## src/rtl/srlzr_pkg.sv

```systemverilog
// Shared types and helpers for the serializer frame controller.
//   state_e   : controller FSM states (idle, load PISO, shift bits, idle gap)
//   cnt_width : counter width able to hold 0..n-1, never narrower than one bit
package srlzr_pkg;

  typedef enum logic [1:0] {
    StIdle,
    StLoad,
    StShift,
    StGap
  } state_e;

  // The bit counter uses cnt_width(DATA_WIDTH) and the gap counter uses
  // cnt_width(GAP_CYCLES + 1). With GAP_CYCLES = 0 the counter still needs one bit.
  function automatic int unsigned cnt_width(input int unsigned n);
    return (n > 1) ? $clog2(n) : 1;
  endfunction

endpackage

```

## src/rtl/piso_shift.sv

```systemverilog
// Parallel-in serial-out shift register.
//   clk_i      : clock, rising edge
//   rst_i      : synchronous active-high clear
//   load_i     : capture d_i (wins over shift_en_i)
//   shift_en_i : advance one bit towards the serial output, zero-filling
//   d_i        : parallel word
//   q_o        : current serial bit, straight from the register
module piso_shift #(
  parameter int unsigned DATA_WIDTH = 8,
  parameter bit          MSB_FIRST  = 1'b1
) (
  input  logic                  clk_i,
  input  logic                  rst_i,
  input  logic                  load_i,
  input  logic                  shift_en_i,
  input  logic [DATA_WIDTH-1:0] d_i,
  output logic                  q_o
);

  logic [DATA_WIDTH-1:0] sr_q, sr_d;

  always_comb begin
    sr_d = sr_q;
    if (load_i) begin
      sr_d = d_i;
    end else if (shift_en_i) begin
      // Zero fill: once a whole word has been shifted out the output idles at 0.
      sr_d = MSB_FIRST ? {sr_q[DATA_WIDTH-2:0], 1'b0} : {1'b0, sr_q[DATA_WIDTH-1:1]};
    end
  end

  always_ff @(posedge clk_i) begin
    if (rst_i) begin
      sr_q <= '0;
    end else begin
      sr_q <= sr_d;
    end
  end

  assign q_o = MSB_FIRST ? sr_q[DATA_WIDTH-1] : sr_q[0];

endmodule

```

## src/rtl/srlzr_ctrl.sv

```systemverilog
// Serializer frame controller: one-word holding buffer on a valid/ready input,
// FSM sequencing an embedded PISO, registered serial outputs and a frame counter.
//   clk_i       : clock, rising edge
//   rst_i       : synchronous active-high reset
//   s_valid_i   : upstream word valid
//   s_ready_o   : holding buffer empty (low during reset)
//   s_data_i    : upstream word
//   ser_out_o   : serial data, 0 whenever ser_valid_o is low
//   ser_valid_o : high on each cycle carrying a data bit
//   sof_o       : pulse with first bit of a frame
//   eof_o       : pulse with last bit of a frame
//   busy_o      : FSM active or buffer full
//   frame_cnt_o : completed frames, wraps modulo 2^CNT_WIDTH
module srlzr_ctrl
  import srlzr_pkg::*;
#(
  parameter int unsigned DATA_WIDTH = 8,
  parameter int unsigned GAP_CYCLES = 2,
  parameter bit          MSB_FIRST  = 1'b1,
  parameter int unsigned CNT_WIDTH  = 16
) (
  input  logic                  clk_i,
  input  logic                  rst_i,
  input  logic                  s_valid_i,
  output logic                  s_ready_o,
  input  logic [DATA_WIDTH-1:0] s_data_i,
  output logic                  ser_out_o,
  output logic                  ser_valid_o,
  output logic                  sof_o,
  output logic                  eof_o,
  output logic                  busy_o,
  output logic [CNT_WIDTH-1:0]  frame_cnt_o
);

  localparam int unsigned BitCntW = cnt_width(DATA_WIDTH);
  localparam int unsigned GapCntW = cnt_width(GAP_CYCLES + 1);
  localparam logic [BitCntW-1:0] BitLast = BitCntW'(DATA_WIDTH - 1);
  localparam logic [GapCntW-1:0] GapLast = GapCntW'((GAP_CYCLES > 0) ? GAP_CYCLES - 1 : 0);

  state_e                state_q, state_d;
  logic [BitCntW-1:0]    bit_cnt_q, bit_cnt_d;
  logic [GapCntW-1:0]    gap_cnt_q, gap_cnt_d;
  logic [DATA_WIDTH-1:0] buf_q, buf_d;
  logic                  buf_full_q, buf_full_d;
  logic                  ready_q, ready_d;
  logic                  ser_valid_q, ser_valid_d;
  logic                  sof_q, sof_d;
  logic                  eof_q, eof_d;
  logic                  busy_q, busy_d;
  logic [CNT_WIDTH-1:0]  frame_cnt_q, frame_cnt_d;
  logic                  piso_load, piso_shift_en, piso_q;
  logic                  accept;

  // ready_q mirrors !buf_full_q except that it is held low through reset.
  assign accept = s_valid_i & ready_q;

  always_comb begin
    state_d       = state_q;
    bit_cnt_d     = bit_cnt_q;
    gap_cnt_d     = gap_cnt_q;
    buf_d         = buf_q;
    buf_full_d    = buf_full_q;
    piso_load     = 1'b0;
    piso_shift_en = 1'b0;

    unique case (state_q)
      StIdle: begin
        if (buf_full_q) state_d = StLoad;
      end
      StLoad: begin
        piso_load  = 1'b1;
        buf_full_d = 1'b0;
        bit_cnt_d  = '0;
        state_d    = StShift;
      end
      StShift: begin
        // Shifting on the last bit as well drains the PISO to all zeros.
        piso_shift_en = 1'b1;
        if (bit_cnt_q == BitLast) begin
          if (GAP_CYCLES > 0) begin
            gap_cnt_d = '0;
            state_d   = StGap;
          end else begin
            state_d = buf_full_q ? StLoad : StIdle;
          end
        end else begin
          bit_cnt_d = bit_cnt_q + 1'b1;
        end
      end
      StGap: begin
        if (gap_cnt_q == GapLast) begin
          state_d = buf_full_q ? StLoad : StIdle;
        end else begin
          gap_cnt_d = gap_cnt_q + 1'b1;
        end
      end
      default: state_d = StIdle;
    endcase

    // After the case so a capture can never be lost to the LOAD clear.
    if (accept) begin
      buf_d      = s_data_i;
      buf_full_d = 1'b1;
    end

    // Output registers are fed from next-state so they line up with the PISO bit.
    ready_d     = ~buf_full_d;
    ser_valid_d = (state_d == StShift);
    sof_d       = ser_valid_d && (bit_cnt_d == '0);
    eof_d       = ser_valid_d && (bit_cnt_d == BitLast);
    busy_d      = (state_d != StIdle) || buf_full_d;
    frame_cnt_d = eof_q ? frame_cnt_q + 1'b1 : frame_cnt_q;
  end

  always_ff @(posedge clk_i) begin
    if (rst_i) begin
      state_q     <= StIdle;
      bit_cnt_q   <= '0;
      gap_cnt_q   <= '0;
      buf_q       <= '0;
      buf_full_q  <= 1'b0;
      ready_q     <= 1'b0;
      ser_valid_q <= 1'b0;
      sof_q       <= 1'b0;
      eof_q       <= 1'b0;
      busy_q      <= 1'b0;
      frame_cnt_q <= '0;
    end else begin
      state_q     <= state_d;
      bit_cnt_q   <= bit_cnt_d;
      gap_cnt_q   <= gap_cnt_d;
      buf_q       <= buf_d;
      buf_full_q  <= buf_full_d;
      ready_q     <= ready_d;
      ser_valid_q <= ser_valid_d;
      sof_q       <= sof_d;
      eof_q       <= eof_d;
      busy_q      <= busy_d;
      frame_cnt_q <= frame_cnt_d;
    end
  end

  piso_shift #(
    .DATA_WIDTH(DATA_WIDTH),
    .MSB_FIRST (MSB_FIRST)
  ) u_piso (
    .clk_i     (clk_i),
    .rst_i     (rst_i),
    .load_i    (piso_load),
    .shift_en_i(piso_shift_en),
    .d_i       (buf_q),
    .q_o       (piso_q)
  );

  assign s_ready_o   = ready_q;
  assign ser_out_o   = piso_q;
  assign ser_valid_o = ser_valid_q;
  assign sof_o       = sof_q;
  assign eof_o       = eof_q;
  assign busy_o      = busy_q;
  assign frame_cnt_o = frame_cnt_q;

endmodule

```

## config.mk

```make
export PLATFORM = sky130hd
export DESIGN_NAME = srlzr_ctrl
export DESIGN_NICKNAME = d
export VERILOG_FILES = /design/src/rtl/srlzr_pkg.sv /design/src/rtl/piso_shift.sv /design/src/rtl/srlzr_ctrl.sv
export SDC_FILE = /design/constraint.sdc
export NUM_CORES = 1
export LEC_CHECK = 0
export CORE_MARGIN = 3
export CORE_UTILIZATION = 56
export DETAILED_ROUTE_END_ITERATION = 8
export PLACE_DENSITY = 0.83
export SYNTH_ARGS = -nofsm -noshare
export SYNTH_HDL_FRONTEND = slang
export SYNTH_SLANG_ARGS = --single-unit
```

## constraint.sdc

```tcl
create_clock -name clk_i -period 4.22 [get_ports clk_i]
set_clock_uncertainty 0.2 [all_clocks]
set_input_delay 0.844 -clock clk_i [delete_from_list [all_inputs] [get_ports clk_i]]
set_output_delay 0.844 -clock clk_i [all_outputs]
set_load 0.005 [all_outputs]
```

Yosys cells after proc, flatten, opt, wreduce, memory -nomap -nowiden
Cells that the tools add are included.

word-level totals
  flip-flop bits (word level) = 45
  word-level logic and storage cells = 51

operators by class
  add/sub/neg operators = 3
  equality and inequality tests = 9
  muxes and demuxes = 16
  bitwise gates (word level) = 2
  reductions and logical operators = 9

operators by type and width
  operator                 count
  $add A16 B1 Y16 const B  1
  $mux W8                  2
  $mux W2                  5
  $pmux W2 S4              1
  $eq A2 B2 Y1 const B     3
  $eq A3 B3 Y1 const B     2
  $pmux W3 S2              1
  $reduce_bool A2 Y1       3
  $mux W1                  5
  $eq A2 B1 Y1 const B     2
  $ne A2 B2 Y1 const B     2
  $pmux W2 S2              1
  $add A3 B1 Y3 const B    1
  $logic_not A3 Y1         1
  $mux W3                  1
  $reduce_and A3 Y1        1
  $add A2 B1 Y2 const B    1
  $logic_and A1 B1 Y1      2
  $logic_not A2 Y1         1
  $and A1 B1 Y1            1
  $logic_or A1 B1 Y1       1
  $not A1 Y1               1

Depth between registers and ports, before layout
  depth in word-level cells = 5
  gate-level depth with buffers = 7
  gate-level depth less buffers = 6

Modules after synthesis
From an unflattened synthesis, not the netlist that was laid out.

second synthesis, totals
  cell total of the unflattened synthesis = 226
  area, all modules = 2038.2 µm²

by module, submodules not included
  module      instances  cells an instance  area each (µm²)  sequential area each (µm²)
  srlzr_ctrl  1          191                1669.1           740.7
  piso_shift  1          35                 369.1            160.2

Worst setup path after synthesis
No wires, ideal clock.

  kind = input port to flip-flop
  start = input s_valid_i
  end = register busy_q, in the netlist busy_o
  library setup time = 0.127 ns
  data arrival time = 1.653 ns
  required time = 3.893 ns
  setup slack = 2.240 ns
  stages = 4
  path through = clkbuf_1 -> nand2_1 -> a21oi_1 -> or3_1

between the ends
  word-level cells in the longest chain between the ends = 3

RTL lines
  element                 line               text
  start: declaration      srlzr_ctrl.sv:24   input logic s_valid_i,
  $and A1 B1 Y1           srlzr_ctrl.sv:55   assign accept = s_valid_i & ready_q;
  $mux W1                 srlzr_ctrl.sv:101  if (accept) begin
  $logic_or A1 B1 Y1      srlzr_ctrl.sv:111  busy_d = (state_d != StIdle) || buf_full_d;
  end signal: assignment  srlzr_ctrl.sv:138  busy_q <= busy_d;
  end: declaration        srlzr_ctrl.sv:49   logic busy_q, busy_d;

No other way between the ends.
A chain may end at the register's enable or synchronous reset.

Worst setup path after layout
  start = register ready_q, in the netlist s_ready_o
  end = output s_ready_o

RTL lines
  element                   line               text
  start: declaration        srlzr_ctrl.sv:45   logic ready_q, ready_d;
  start signal: assignment  srlzr_ctrl.sv:134  ready_q <= ready_d;
  end: declaration          srlzr_ctrl.sv:25   output logic s_ready_o,

No word-level cell between the ends.

==> flow_summary.yaml <==
run_status:
  outcome: "finished clean"
global_route:
  grt_overflow: 0
  globalRouteTotalUtil: 0.193
  grt_max_degree: 25
  antenna_found_initial: 0
  grt_pass1_vias: 1501
  grt_pass1_wl_mm: 6.49
logic_synthesis:
  yosys.area_share.xor_xnor: 0.0561
  synth_area_um2: 2030
  synth_top_family_by_area: "simple AND/OR/NAND/NOR gates"
  synthArstFlopShare: 0
  synth_compound_area_frac: 0.128
  avgSynthCellArea_um2: 8.93
  synthMuxAreaShare: 0.0524
  yosys.area.top_type: "dfxtp_1"
  yosysWarnings: 0
  yosys.area_share.simple: 0.231
  synth.most_common_cell: "dfxtp_1"
  synthTopCellsByCount: "dfxtp_1 (45), nor2_1 (26), nand2_1 (17), a21oi_1 (16), nand3_1 (14)"
  synth.distinct_cells: 43
  ys_seq_area_frac: 0.444
  yosys_most_used_dff: "dfxtp_1"
  syn_inst: 227
  synth_edf_count: 0
  synth_top_area_frac: 0.444
  yosys_register_bits: 45
  syn_nets: 245
  synth_area_leaders: "dfxtp_1 (44%), nor2_1 (4.8%), ha_1 (4.3%), a21oi_1 (3.9%), mux2i_1 (3.9%)"
  synth_fa_ha_area_frac: 0.0432
clocking:
  cts_tree: "built"
  clock-root-buffer: "clkbuf_4"
  cts.sinks: 45
  cts_resized: 0
  ctsHoldBuffers: 0
  h-tree-depth: 2
  cts.path.max_buffers: 2
  cts.reportedPaths.clkPinSlew_ns: 0.12
  post-cts-setup-buffers: 0
  numCtsBuffers: 5
  clk_latency_ns: 0.36
setup_path:
  endpoint_kind: "output port"
  r2r_setup_slack_ns: 2.04
  r2r-end: "sof_o$_SDFF_PP0_"
  critical_path.startpoint_type: "flop"
  cp.depth: 1
  worstPathRequired_ns: 3.18
  worstSetupStartpoint: "s_ready_o$_SDFF_PP0_"
  ff2ff_path_depth: 5
  path_cells: "clkdlybuf4s50_1"
  crit_path_top_delay_cell: "clkdlybuf4s50_1"
  critPathMaxFanout: 10
  r2r_start: "state_q[0]$_SDFF_PP0_"
  endpoint: "s_ready_o"
  critical-path-top-delay-family: "buffers and inverters"
  slowest_delay_ns: 0.57
  critPathKind: "flop to output port"
  cp_num_buf_inv: 1
  critical_path_arrival_ns: 1.45
route:
  drcViolationCount: 0
  dr.pass1.iters: 4
  avgViaCountPerCell: 5.45
  vias: 1645
  drt_iter0_markers: 108
  wl_per_cell_um: 12.4
  wirelength_mm: 3.76
  ant_nets: 0
final_layout:
  instances_no_fill: 302
  num_antenna_cells: 0
  layout.nets: 274
  final_util: 0.714
  drive_gt1_frac: 0.0664
  fin_area_um2: 2440
  area_growth_pct: 20.2
floorplan:
  dieArea_um2: 4380
  ios: 33
  fp.dieH_um: 66.2
  fp.dieW_um: 66.2
  core_um2: 3420
  start_util: 0.594
  fp-row-count: 21
worst_hold_path:
  min_path_type: "flop to flop"
timing:
  final.min_clock_period_ns: 2.49
  slew_headroom: 0.557
  rsz0062_at_grt: "false"
  whs_ns: 0.264
  hold_violations: 0
  slew_viol_final: 0
  fin_ws_ns: 1.73
  setup_viol: 0
  max_freq_ghz: 0.402
  period_share: 0.590
  worstMarginPinSlew_ns: 0.665
  final.setup.tns_ns: 0
power_and_ir_drop:
  p_per_area_nw_per_um2: 323
  ir_drop_mv: 0.222
  p_leak_nw: 0.858
  power_mw: 0.787
flow_run:
  cap_violations: 0
placement:
  placed_area_um2: 2360
  dp.cells: 295
  io_buffers: 32
  gp_congestion: 0.865
  hpwl_mm: 2.67
  post-place-ws_ns: 1.52
-- power by group --
group / switching, mW / internal [mW] / total (mW)
Combinational: 0.0412 / 0.0417 / 0.0830
Sequential: 0.0117 / 0.441 / 0.453
Clock: 0.131 / 0.121 / 0.252
Total: 0.184 / 0.604 / 0.787
-- per-layer routing --
layer | share of wire | global-route usage | up-vias
met5 | 0 | 0 | -
met4 | 0.027 | 0.102 | 0
met3 | 0.031 | 0.0442 | 9
met2 | 0.47 | 0.320 | 29
met1 | 0.47 | 0.230 | 759
li1 | - | - | 848
-- worst min-delay path by stage --
stage                                startpoint                    end  cells past startpoint  slack [ns]
after floorplan           buf_q[1]$_SDFFE_PP0P_  buf_q[1]$_SDFFE_PP0P_                      2        0.24
after global placement    buf_q[3]$_SDFFE_PP0P_  buf_q[3]$_SDFFE_PP0P_                      2        0.25
after detailed placement  buf_q[5]$_SDFFE_PP0P_  buf_q[5]$_SDFFE_PP0P_                      2        0.25
after CTS                 buf_q[5]$_SDFFE_PP0P_  buf_q[5]$_SDFFE_PP0P_                      2        0.27
after global routing      buf_q[5]$_SDFFE_PP0P_  buf_q[5]$_SDFFE_PP0P_                      2        0.29
final                     buf_q[5]$_SDFFE_PP0P_  buf_q[5]$_SDFFE_PP0P_                      2        0.26
-- registers in the layout, summed over array words and instances (netlist names) --
name,count
state_q,2
gap_cnt_q,2
u_piso.sr_q,8
eof_o,1
bit_cnt_q,3
buf_full_q,1
ser_valid_o,1
s_ready_o,1
sof_o,1
frame_cnt_o,16
buf_q,8
busy_o,1
-- layout by cell type, fill, tap and decap left out, types with 4 or more instances in the layout --
| master | n |
|---|---|
| nand3_1 | 14 |
| nor3_1 | 7 |
| nor2_1 | 26 |
| xor2_1 | 4 |
| nor4_1 | 5 |
| xnor2_1 | 9 |
| clkdlybuf4s50_1 | 32 |
| nand2_1 | 17 |
| dfxtp_1 | 45 |
| inv_1 | 9 |
| a211oi_1 | 7 |
| a21oi_1 | 16 |
| clkbuf_4 | 5 |
| ha_1 | 7 |
| mux2i_1 | 8 |
| o21ai_0 | 6 |
-- cell type report --
cell class | instances | area (um2)
Multi-Input combinational cell | 161 | 1040
Clock inverter | 2 | 35.0
Sequential cell | 45 | 901
Timing Repair Buffer | 34 | 335
Inverter | 9 | 33.8
Clock buffer | 5 | 37.5
Tap cell | 46 | 57.6
Fill cell | 281 | 978
-- cell families after synthesis --
kind of cell	count (synthesis)
AOI/OAI and AO/OA	41
xor gates and xnor gates	13
adders and majority gates	7
buffers and inverters	21
DFF	45
muxes	10
and+or+nand+nor	90
Power figures use the tool's default switching activity.
